$ cat config.mk
export PLATFORM = sky130hd
export DESIGN_NAME = calc_entry_fsm
export DESIGN_NICKNAME = d
export VERILOG_FILES = /design/src/rtl/calc_pkg.sv /design/src/rtl/calc_alu.sv /design/src/rtl/calc_entry_fsm.sv
export SDC_FILE = /design/constraint.sdc
export NUM_CORES = 1
export LEC_CHECK = 0
export CAP_MARGIN = 5
export CORE_MARGIN = 8
export CORE_UTILIZATION = 50
export CTS_BUF_LIST = sky130_fd_sc_hd__clkbuf_2 sky130_fd_sc_hd__clkbuf_4 sky130_fd_sc_hd__clkbuf_8
export CTS_CLUSTER_DIAMETER = 100
export DETAILED_ROUTE_END_ITERATION = 7
export GPL_TIMING_DRIVEN = 0
export PLACE_DENSITY = 0.65
export SKIP_CTS_REPAIR_TIMING = 1
export SLEW_MARGIN = 20
export SYNTH_ARGS = -nofsm -noshare
export SYNTH_HDL_FRONTEND = slang
export SYNTH_HIERARCHICAL = 1
export SYNTH_SLANG_ARGS = --single-unit
$ cat constraint.sdc
create_clock -name press_clk -period 19.4 [get_ports press_clk]
set_input_delay 3.88 -clock press_clk [delete_from_list [all_inputs] [get_ports press_clk]]
set_output_delay 3.88 -clock press_clk [all_outputs]
set_load 0.02 [all_outputs]
$ cat src/rtl/calc_pkg.sv
// Shared definitions for the calculator key-entry block: key codes, state and
// operator encodings, display digit constants and the display formatter.
package calc_pkg;

  localparam logic [3:0] KEY_MAX_DIGIT = 4'd9;
  localparam logic [3:0] KEY_ADD       = 4'd10;
  localparam logic [3:0] KEY_SUB       = 4'd11;
  localparam logic [3:0] KEY_MUL       = 4'd12;
  localparam logic [3:0] KEY_DIV       = 4'd13;
  localparam logic [3:0] KEY_EQU       = 4'd14;
  localparam logic [3:0] KEY_CLR       = 4'd15;

  localparam logic [3:0] BLANK_DIGIT   = 4'hF;
  localparam logic [3:0] ERR_DIGIT     = 4'hE;

  typedef enum logic [2:0] {
    S_IDLE  = 3'd0,
    S_OPA   = 3'd1,
    S_OPSEL = 3'd2,
    S_OPB   = 3'd3,
    S_CALC  = 3'd4,
    S_SHOW  = 3'd5,
    S_ERR   = 3'd6
  } state_e;

  typedef enum logic [1:0] {
    OP_ADD = 2'd0,
    OP_SUB = 2'd1,
    OP_MUL = 2'd2,
    OP_DIV = 2'd3
  } op_e;

  function automatic op_e key_to_op(input logic [3:0] key);
    op_e op;
    case (key)
      KEY_SUB: op = OP_SUB;
      KEY_MUL: op = OP_MUL;
      KEY_DIV: op = OP_DIV;
      default: op = OP_ADD;
    endcase
    return op;
  endfunction

  // Right-aligned BCD over ndig digits (max 8); leading zeros blank, 0 shows "0".
  function automatic logic [31:0] bin_to_bcd(input logic [31:0] value, input int ndig);
    logic [31:0] v;
    logic [31:0] bcd;
    v   = value;
    bcd = {8{BLANK_DIGIT}};
    for (int i = 0; i < 8; i++) begin
      if ((i < ndig) && ((i == 0) || (v != 32'd0))) begin
        bcd[4*i +: 4] = 4'(v % 32'd10);
      end else begin
        bcd[4*i +: 4] = BLANK_DIGIT;
      end
      v = v / 32'd10;
    end
    return bcd;
  endfunction

endpackage

$ cat src/rtl/calc_alu.sv
// Multi-cycle arithmetic unit: shift-add multiply, restoring divide, and
// add/subtract held so that every operation completes in AW cycles.
module calc_alu
  import calc_pkg::*;
#(
  parameter int AW = 7,
  parameter int RW = 2*AW
) (
  input  logic          i_clk,
  input  logic          i_rst,
  input  logic          i_start,
  input  logic          i_abort,
  input  op_e           i_op,
  input  logic [AW-1:0] i_a,
  input  logic [AW-1:0] i_b,
  output logic          o_done,
  output logic [RW-1:0] o_res,
  output logic          o_neg
);

  localparam int CW = $clog2(AW+1);

  logic          r_busy;
  logic          r_done;
  logic          r_neg;
  logic [CW-1:0] r_cnt;
  op_e           r_op;
  logic [RW-1:0] r_acc;
  logic [RW-1:0] r_mcand;
  logic [AW-1:0] r_q;

  logic          w_ld;
  logic [CW-1:0] w_cnt_nxt;
  op_e           w_op;
  logic [RW-1:0] w_acc;
  logic [RW-1:0] w_mcand;
  logic [AW-1:0] w_q;
  logic [AW:0]   w_rem;
  logic [RW-1:0] s_acc;
  logic [RW-1:0] s_mcand;
  logic [AW-1:0] s_q;

  // The load edge also performs the first iteration, so AW steps fit in AW cycles.
  always_comb begin
    w_ld      = i_start && !r_busy;
    w_cnt_nxt = w_ld ? CW'(1) : (r_cnt + CW'(1));
    w_op      = r_op;
    w_acc     = r_acc;
    w_mcand   = r_mcand;
    w_q       = r_q;
    if (w_ld) begin
      w_op    = i_op;
      w_acc   = {RW{1'b0}};
      w_mcand = RW'(i_a);
      w_q     = i_b;
      case (i_op)
        OP_ADD: w_acc = RW'(i_a) + RW'(i_b);
        OP_SUB: begin
          if (i_a >= i_b) begin
            w_acc = RW'(i_a - i_b);
          end else begin
            w_acc = RW'(i_b - i_a);
          end
        end
        OP_DIV: begin
          w_mcand = RW'(i_b);
          w_q     = i_a;
        end
        default: w_acc = {RW{1'b0}};
      endcase
    end else begin
      w_op = r_op;
    end

    w_rem   = {w_acc[AW-1:0], w_q[AW-1]};
    s_acc   = w_acc;
    s_mcand = w_mcand;
    s_q     = w_q;
    case (w_op)
      OP_MUL: begin
        if (w_q[0]) begin
          s_acc = w_acc + w_mcand;
        end else begin
          s_acc = w_acc;
        end
        s_mcand = {w_mcand[RW-2:0], 1'b0};
        s_q     = {1'b0, w_q[AW-1:1]};
      end
      OP_DIV: begin
        if (w_rem >= {1'b0, w_mcand[AW-1:0]}) begin
          s_acc = RW'(w_rem - {1'b0, w_mcand[AW-1:0]});
          s_q   = {w_q[AW-2:0], 1'b1};
        end else begin
          s_acc = RW'(w_rem);
          s_q   = {w_q[AW-2:0], 1'b0};
        end
      end
      default: s_acc = w_acc;
    endcase
  end

  // Iteration registers; abort drops an operation in flight.
  always_ff @(posedge i_clk or posedge i_rst) begin
    if (i_rst) begin
      r_busy  <= 1'b0;
      r_done  <= 1'b0;
      r_neg   <= 1'b0;
      r_cnt   <= {CW{1'b0}};
      r_op    <= OP_ADD;
      r_acc   <= {RW{1'b0}};
      r_mcand <= {RW{1'b0}};
      r_q     <= {AW{1'b0}};
    end else if (i_abort) begin
      r_busy <= 1'b0;
      r_done <= 1'b0;
    end else if (w_ld || r_busy) begin
      r_op    <= w_op;
      r_acc   <= s_acc;
      r_mcand <= s_mcand;
      r_q     <= s_q;
      r_cnt   <= w_cnt_nxt;
      r_busy  <= (w_cnt_nxt != CW'(AW));
      r_done  <= (w_cnt_nxt == CW'(AW));
      if (w_ld) begin
        r_neg <= (i_op == OP_SUB) && (i_a < i_b);
      end else begin
        r_neg <= r_neg;
      end
    end else begin
      r_done <= 1'b0;
    end
  end

  assign o_done = r_done;
  assign o_res  = (r_op == OP_DIV) ? RW'(r_q) : r_acc;
  assign o_neg  = r_neg;

endmodule

$ cat src/rtl/calc_entry_fsm.sv
// Calculator key-entry controller: collects two operands and an operator from
// a keypad, runs the ALU and formats operands/results for a BCD display.
module calc_entry_fsm
  import calc_pkg::*;
#(
  parameter int DIGITS = 2,
  parameter int AW     = $clog2(10**DIGITS),
  parameter int RW     = 2*AW
) (
  input  logic                  press_clk,
  input  logic                  rst,
  input  logic                  key_valid,
  input  logic [3:0]            key_code,
  output logic [8*DIGITS-1:0]   disp_bcd,
  output logic [2:0]            stage,
  output logic                  busy,
  output logic                  result_valid,
  output logic                  neg,
  output logic                  err
);

  state_e        r_state;
  logic [AW-1:0] r_a;
  logic [AW-1:0] r_b;
  logic [2:0]    r_cnt;
  op_e           r_op;
  logic [RW-1:0] r_res;

  state_e        w_nxt_state;
  logic [AW-1:0] w_nxt_a;
  logic [AW-1:0] w_nxt_b;
  logic [2:0]    w_nxt_cnt;
  op_e           w_nxt_op;
  logic          w_nxt_neg;
  logic [RW-1:0] w_nxt_res;
  logic [RW-1:0] w_disp_val;
  logic [8*DIGITS-1:0] w_nxt_disp;
  logic          w_start;
  logic          w_abort;
  logic          w_alu_done;
  logic [RW-1:0] w_alu_res;
  logic          w_alu_neg;

  logic          w_key_dig;
  logic          w_key_op;
  logic          w_key_equ;
  logic          w_key_clr;
  logic          w_room;
  logic [AW-1:0] w_digit;

  assign w_key_dig = key_valid && (key_code <= KEY_MAX_DIGIT);
  assign w_key_op  = key_valid && (key_code >= KEY_ADD) && (key_code <= KEY_DIV);
  assign w_key_equ = key_valid && (key_code == KEY_EQU);
  assign w_key_clr = key_valid && (key_code == KEY_CLR);
  assign w_room    = (r_cnt < 3'(DIGITS));
  assign w_digit   = AW'(key_code);

  calc_alu #(.AW(AW), .RW(RW)) u_alu (
    .i_clk   (press_clk),
    .i_rst   (rst),
    .i_start (w_start),
    .i_abort (w_abort),
    .i_op    (r_op),
    .i_a     (r_a),
    .i_b     (r_b),
    .o_done  (w_alu_done),
    .o_res   (w_alu_res),
    .o_neg   (w_alu_neg)
  );

  // Next-state and datapath updates; CLR takes priority over everything, including ALU done.
  always_comb begin
    w_nxt_state = r_state;
    w_nxt_a     = r_a;
    w_nxt_b     = r_b;
    w_nxt_cnt   = r_cnt;
    w_nxt_op    = r_op;
    w_nxt_neg   = neg;
    w_nxt_res   = r_res;
    w_start     = 1'b0;
    w_abort     = 1'b0;
    if (w_key_clr) begin
      w_nxt_state = S_IDLE;
      w_nxt_a     = {AW{1'b0}};
      w_nxt_b     = {AW{1'b0}};
      w_nxt_cnt   = 3'd0;
      w_nxt_op    = OP_ADD;
      w_nxt_neg   = 1'b0;
      w_nxt_res   = {RW{1'b0}};
      w_abort     = 1'b1;
    end else begin
      case (r_state)
        S_IDLE: begin
          if (w_key_dig) begin
            w_nxt_a     = w_digit;
            w_nxt_cnt   = 3'd1;
            w_nxt_state = S_OPA;
          end else begin
            w_nxt_state = S_IDLE;
          end
        end
        S_OPA: begin
          if (w_key_dig && w_room) begin
            w_nxt_a   = r_a * AW'(4'd10) + w_digit;
            w_nxt_cnt = r_cnt + 3'd1;
          end else if (w_key_op) begin
            w_nxt_op    = key_to_op(key_code);
            w_nxt_state = S_OPSEL;
          end else begin
            w_nxt_state = S_OPA;
          end
        end
        S_OPSEL: begin
          if (w_key_op) begin
            w_nxt_op = key_to_op(key_code);
          end else if (w_key_dig) begin
            w_nxt_b     = w_digit;
            w_nxt_cnt   = 3'd1;
            w_nxt_state = S_OPB;
          end else begin
            w_nxt_state = S_OPSEL;
          end
        end
        S_OPB: begin
          if (w_key_dig && w_room) begin
            w_nxt_b   = r_b * AW'(4'd10) + w_digit;
            w_nxt_cnt = r_cnt + 3'd1;
          end else if (w_key_equ) begin
            w_start     = 1'b1;
            w_nxt_state = S_CALC;
          end else begin
            w_nxt_state = S_OPB;
          end
        end
        S_CALC: begin
          if (w_alu_done) begin
            if ((r_op == OP_DIV) && (r_b == {AW{1'b0}})) begin
              w_nxt_state = S_ERR;
            end else begin
              w_nxt_res   = w_alu_res;
              w_nxt_neg   = w_alu_neg;
              w_nxt_state = S_SHOW;
            end
          end else begin
            w_nxt_state = S_CALC;
          end
        end
        S_SHOW: begin
          if (w_key_dig) begin
            w_nxt_a     = w_digit;
            w_nxt_cnt   = 3'd1;
            w_nxt_neg   = 1'b0;
            w_nxt_state = S_OPA;
          end else begin
            w_nxt_state = S_SHOW;
          end
        end
        S_ERR:   w_nxt_state = S_ERR;
        default: w_nxt_state = S_IDLE;
      endcase
    end
  end

  // Display contents follow the state being entered, so the register lands in step with stage.
  always_comb begin
    w_disp_val = {RW{1'b0}};
    case (w_nxt_state)
      S_OPA, S_OPSEL: w_disp_val = RW'(w_nxt_a);
      S_OPB, S_CALC:  w_disp_val = RW'(w_nxt_b);
      S_SHOW:         w_disp_val = w_nxt_res;
      default:        w_disp_val = {RW{1'b0}};
    endcase
    if (w_nxt_state == S_ERR) begin
      w_nxt_disp = {(2*DIGITS){ERR_DIGIT}};
    end else begin
      w_nxt_disp = (8*DIGITS)'(bin_to_bcd(32'(w_disp_val), 2*DIGITS));
    end
  end

  // State, operand registers and registered outputs.
  always_ff @(posedge press_clk or posedge rst) begin
    if (rst) begin
      r_state      <= S_IDLE;
      r_a          <= {AW{1'b0}};
      r_b          <= {AW{1'b0}};
      r_cnt        <= 3'd0;
      r_op         <= OP_ADD;
      r_res        <= {RW{1'b0}};
      neg          <= 1'b0;
      stage        <= S_IDLE;
      busy         <= 1'b0;
      result_valid <= 1'b0;
      err          <= 1'b0;
      disp_bcd     <= {{(2*DIGITS-1){BLANK_DIGIT}}, 4'h0};
    end else begin
      r_state      <= w_nxt_state;
      r_a          <= w_nxt_a;
      r_b          <= w_nxt_b;
      r_cnt        <= w_nxt_cnt;
      r_op         <= w_nxt_op;
      r_res        <= w_nxt_res;
      neg          <= w_nxt_neg;
      stage        <= w_nxt_state;
      busy         <= (w_nxt_state == S_CALC);
      result_valid <= (w_nxt_state == S_SHOW);
      err          <= (w_nxt_state == S_ERR);
      disp_bcd     <= w_nxt_disp;
    end
  end

endmodule

==> reports/metrics.yaml, run 1 <==
layout:
  fillers: 2718
  drive_gt1_share_pct: 10.3
  finalInstanceArea_sq_um: 14900
  fin_util_pct: 54.0
  syn_to_final_growth_pct: 7.31
  diodes: 0
  fin_nets: 1967
synthesis:
  synthesis.area_sq_um: 13900
  muxShareOfSynthArea_pct: 5.58
  synth_top_cell_by_area: "dfrtp_1"
  synthXorXnorAreaFrac_pct: 4.26
  yosysSeqAreaShare_pct: 17.9
  async_reset_ff_share_pct: 100
  synthSimpleGateAreaFrac_pct: 26.4
  synthDistinctLibCells: 138
  yosysMostFrequentCell: "nand2_1"
  ys_seq_elements: 99
  ys_warn_count: 6
  netlist.area_leader.share_pct: 15.6
  ys.flop_type: "dfrtp_1"
  yosys-top-cells-area: "dfrtp_1, ha_1, nand2_1"
  synth_nets: 1927
  synth-edff-count: 0
  synth_top_family_by_area: "compound AO/OA/AOI/OAI gates"
  syn_area_per_cell_sq_um: 7.57
  ys_top_cells_by_count: "nand2_1, nor2_1, a21oi_1, o21ai_0, dfrtp_1"
  synthCells: 1839
  synth-compound-area-share_pct: 32.0
  synthAdderAreaFrac_pct: 8.35
pwr:
  leakage_nw: 6.29
  swShare_pct: 54.9
  internal-power_w: 0.00143
  p_sw_w: 0.00175
  power.total_w: 0.00318
  p_comb_share_pct: 83.3
  clockPowerShare_pct: 4.8
  seq_power_share_pct: 11.9
  power_density_nw_per_um2: 213
  ir_drop_v: 0.000200
timing:
  final-hold-violation-count: 0
  rsz0062_at_grt: "no"
  setup_viol: 0
  period_minus_slack_ps: 15450
  fin_skew_ps: 17.3
  drv_slew: 0
  fmax_mhz: 64.7
  tns_ps: 0
  period_share_pct: 79.7
  max-slew-margin-rel_pct: 23.1
  max_slew.worst_pin.slew_ps: 1150
place:
  hpwl_mm: 36.0
  gp_congestion: 0.932
  port_buffers: 27
  place_area_sq_um: 14700
clock_network:
  h-tree-depth: 3
  clkTransAtPathRegs_ps: 100
  cts_sinks: 99
  clock_latency_ps: 390
  cts_max_path_buffers: 2
  root_buffer: "clkbuf_8"
  cts_tree: "done"
  cts_buffers: 9
global_routing:
  grt_use_met1_pct: 32.5
  met2_usage_pct: 48.3
  grt_pass1_vias: 14200
  grt_start_max_net_pins: 57
  gr-max-usage-layer: "met2"
  overflow: 0
  antenna_found_initial: 0
  met3_usage_pct: 2.31
  grt_use_total_pct: 27.0
  grt_pass1_wl_mm: 74.6
worst_setup_path:
  path_max_fanout: 11
  crit_path_end_kind: "register"
  cp_data_required_time_ps: 19720
  crit_buf_inv: 11
  crit_type: "input pin to register"
  reg2reg_from: "r_state[2]$_DFF_PP0_"
  arrival_ps: 15780
  start_kind: "input pin"
  cp-startpoint: "key_code[3]"
  crit_slowest_cell: "clkdlybuf4s50_1"
  crit_family: "simple AND/OR/NAND/NOR gates"
  r2r_setup_slack_ps: 7630
  cpPeakStageDelay_ps: 740
floorplan:
  ios: 30
  fp.dieW_um: 183
  fp-row-count: 61
  die_area_sq_um: 33400
  core-area_sq_um: 27600
  die_h_um: 183
  start_util_pct: 50.4
min_path:
  min_from: "u_alu/r_mcand[5]$_DFFE_PP0P_"
  hp-class: "register to register"
status:
  outcome: "finished clean"
drt:
  viasPerCell: 6.53
  drtIter0Drc: 1206
  drt_first_pass_iters: 6
  num_vias: 14800
  drc: 0
  postRouteAntennaNets: 0
  drt-total-wl_mm: 46.1
  wl_per_cell_um: 20.4
run:
  maxCapViolCount: 0
registers in the layout, summed over array words and instances (netlist names):
signal / count
busy: 1
disp_bcd: 16
err: 1
neg: 1
r_a: 7
r_b: 7
r_cnt: 3
r_op: 2
r_res: 14
r_state: 3
result_valid: 1
u_alu/o_done: 1
u_alu/o_neg: 1
u_alu/r_acc: 14
u_alu/r_busy: 1
u_alu/r_cnt: 3
u_alu/r_mcand: 14
u_alu/r_op: 2
u_alu/r_q: 7
final timing paths:
path | to | depth (start not counted)
min in group asynchronous | u_alu/r_acc[1]$_DFFE_PP0P_ | 2
hold reg to reg | u_alu/r_mcand[5]$_DFFE_PP0P_ | 2
max in group asynchronous | u_alu/r_acc[13]$_DFFE_PP0P_ | 3
setup / recovery | disp_bcd[14]$_DFF_PP1_ | 45
setup reg to reg | disp_bcd[14]$_DFF_PP1_ | 45
hold / removal | u_alu/r_mcand[5]$_DFFE_PP0P_ | 2
stage by stage:
stage / hold slack (ps) / setup slack (ps) / instances
6_report: 494 / 3950 / 2262
5_1_grt: 535 / 3120 / 2262
4_1_cts: 498 / 4090 / 2262
3_5_place_dp: 473 / 3730 / 2246
3_3_place_gp: 453 / 3800 / 2244
2_1_floorplan: 439 / 6570 / 1839
layout make-up:
class	instances	area (sq um)	share of cell area [%]
inverters	76	290	1.94
repair buffers	29	318	2.13
flip-flops and latches	99	2490	16.7
clock inverters	7	100	0.670
clock buffers	9	124	0.830
multi-input cells	1566	10700	71.4
well taps	378	473	3.17
plain buffers	98	477	3.19
power by group through the flow:
| stage | sequential [W] | clock [W] | combinational [W] |
|---|---|---|---|
| 6_report | 0.000377 | 0.000154 | 0.00265 |
| 5_1_grt | 0.000386 | 0.000165 | 0.00293 |
| 4_1_cts | 0.000376 | 0.000157 | 0.00262 |
| 3_5_place_dp | 0.000380 | 0 | 0.00260 |
| 3_3_place_gp | 0.000379 | 0 | 0.00256 |
| 2_1_floorplan | 0.000364 | 0 | 0.00204 |
cells in the final DEF (no fill, tap or decap), types with 10 or more instances in the layout:
cell type and count:
o21a_1 17, xnor2_1 46, nor3_1 47, and2_1 33, nor4_1 22, a22o_1 14, dfstp_2 12, a221oi_1 10
ha_1 72, o21ai_1 16, nand3_1 71, a211oi_1 19, clkbuf_1 56, mux2i_1 50, o211ai_1 15, a22oi_1 19
buf_2 21, dfrtp_1 87, or3_1 15, mux2_2 15, o2111ai_1 10, a21o_1 38, nand4_1 19, inv_1 68
xor2_1 18, a21oi_1 129, a31oi_1 27, nand2b_1 18, o22ai_1 20, nor2b_1 15, and3_1 13, nor2_1 157
o31ai_1 12, o21ai_0 110, nor3b_1 10, o221a_2 10, clkdlybuf4s50_1 27, nand2_1 234
worst min-delay path, cell delays in order, from the launching register on:
cell	delay, ps
dfrtp_1	350
nand2_1	50
o21ai_0	60
per-layer routing:
| metal | up-vias | wire, um |
|---|---|---|
| met1 | 7090 | 18900 |
| met4 | 0 | 1940 |
| met2 | 567 | 22900 |
| li1 | 6984 | - |
| met5 | - | 0 |
| met3 | 126 | 2340 |
logic make-up after synthesis:
| kind of cell | count (synthesis) |
|---|---|
| and+or+nand+nor | 724 |
| muxes | 72 |
| buffers and inverters | 174 |
| AOI/OAI and AO/OA | 615 |
| xor gates and xnor gates | 66 |
| adders and majority gates | 89 |
| DFF | 99 |
Power figures use the tool's default switching activity.
==> run 2: changes to the inputs <==
clock period = 14.27 ns   (was 19.4 ns; I/O delays follow)
==> reports/metrics.yaml, run 2 (synthesized netlist as in run 1, its figures left out) <==
layout:
  stdcell_count: 2269
  fin_nets: 1974
  syn_to_final_growth_pct: 8.30
  drive_gt1_share_pct: 11.1
  largest_register: "disp_bcd"
  final_cell_mix: "nand2_1, nor2_1, a21oi_1, o21ai_0, dfrtp_1"
  largest_reg_flops: 16
  diodes: 0
  layout_commonest_cell: "nand2_1"
  fillers: 2696
clock_network:
  clock_latency_ps: 390
  clkTransAtPathRegs_ps: 100
  cts_max_path_buffers: 2
  cts_sinks: 99
  cts_buffers: 9
  root_buffer: "clkbuf_8"
  cts_tree: "done"
  h-tree-depth: 3
timing:
  worst_slack_ps: 727
  fin_skew_ps: 13.7
  rsz0062_at_grt: "no"
  setup_viol: 0
  max-slew-margin-rel_pct: 25.1
  fmax_mhz: 73.8
  max_slew.worst_pin.slew_ps: 1120
  drv_slew: 0
  final-hold-violation-count: 0
  period_minus_slack_ps: 13540
  period_share_pct: 94.9
floorplan:
  fp.dieW_um: 183
  core-area_sq_um: 27600
  die_area_sq_um: 33400
  ios: 30
  fp-row-count: 61
  die_h_um: 183
  start_util_pct: 50.4
worst_setup_path:
  r2r_cells: 43
  r2r_setup_slack_ps: 3280
  cpPeakStageDelay_ps: 640
  crit_type: "input pin to register"
  critPathMostFrequentCell: "ha_1"
  cp-startpoint: "key_code[2]"
  r2r_end: "disp_bcd[14]$_DFF_PP1_"
  crit_path_end_kind: "register"
  reg2reg_from: "r_b[1]$_DFF_PP0_"
  cp_data_required_time_ps: 14590
  path_max_fanout: 10
  crit_slowest_cell: "or4_1"
  arrival_ps: 13860
  start_kind: "input pin"
pwr:
  ir_drop_v: 0.000261
  leakage_nw: 6.35
  power_density_nw_per_um2: 289
global_routing:
  grt_pass1_wl_mm: 74.6
  antenna_found_initial: 0
  grt_use_total_pct: 27.0
  grt_pass1_vias: 14200
  grt_start_max_net_pins: 57
  overflow: 0
drt:
  viasPerCell: 6.51
  drc: 0
  drt_first_pass_iters: 5
  drt-total-wl_mm: 46.1
  drtIter0Drc: 1232
  wl_per_cell_um: 20.3
  num_vias: 14800
  postRouteAntennaNets: 0
min_path:
  hp-class: "register to register"
  min_from: "u_alu/r_mcand[5]$_DFFE_PP0P_"
  hold_path_depth: 2
  min_to: "u_alu/r_mcand[5]$_DFFE_PP0P_"
place:
  port_buffers: 27
  gp_congestion: 0.932
  hpwl_mm: 36.0
  place_inst: 2246
  place_ws_ps: -376
status:
  outcome: "finished clean"
run:
  maxCapViolCount: 0
[run 2: final cells by class]
type,instances,area (sq um),area share (%)
Multi-Input combinational cell,1566,10700,71.3
Sequential cell,99,2490,16.5
Buffer,98,478,3.17
Tap cell,378,473,3.14
Timing Repair Buffer,36,373,2.47
Inverter,76,290,1.93
Clock buffer,9,124,0.822
Clock inverter,7,100,0.664
[run 2: worst max path at each step]
| stage | end | slack, ps | cells after the start |
|---|---|---|---|
| 2_1_floorplan | disp_bcd[14]$_DFF_PP1_ | 2460 | 47 |
| 3_3_place_gp | disp_bcd[14]$_DFF_PP1_ | -310 | 46 |
| 3_5_place_dp | disp_bcd[15]$_DFF_PP1_ | -380 | 49 |
| 4_1_cts | disp_bcd[15]$_DFF_PP1_ | -10 | 49 |
| 5_1_grt | disp_bcd[15]$_DFF_PP1_ | 30 | 49 |
| 6_report | disp_bcd[14]$_DFF_PP1_ | 730 | 48 |
[run 2: per-stage QoR]
stage / setup TNS [ps] / utilization, % / total power [W] / hold slack [ps] / instance area, sq um
2_1_floorplan: 0 / - / 0.00327 / 439 / 13900
3_3_place_gp: -721 / 53.1 / 0.00400 / 453 / 14700
3_5_place_dp: -896 / 53.2 / 0.00405 / 473 / 14700
4_1_cts: -25.3 / 54.0 / 0.00429 / 498 / 14900
5_1_grt: 0 / 54.5 / 0.00477 / 535 / 15100
6_report: 0 / 54.5 / 0.00436 / 499 / 15100
[run 2: per-layer routing]
metal / global-route usage (%) / up-vias / part of all wire [%]
li1: - / 6991 / -
met5: 0 / - / 0
met2: 48.3 / 550 / 50
met4: 12.3 / 0 / 4.0
met3: 2.31 / 115 / 5.0
met1: 32.5 / 7124 / 41
[run 2: power breakdown]
part           switching, W  internal [W]  leakage [nW]  total, W
Combinational       0.00217       0.00146          5.00   0.00363
Clock              0.000109      0.000100         0.116  0.000210
Sequential         0.000115      0.000398          1.24  0.000513
Total               0.00240       0.00196          6.35   0.00436
[run 2: critical path, delay by kind of cell]
kind / cells / cell delay (ps)
compound gates: 12 / 2660
xor+xnor: 2 / 430
fa+ha+maj: 4 / 1180
buf+inv: 12 / 2380
simple gates: 18 / 4320
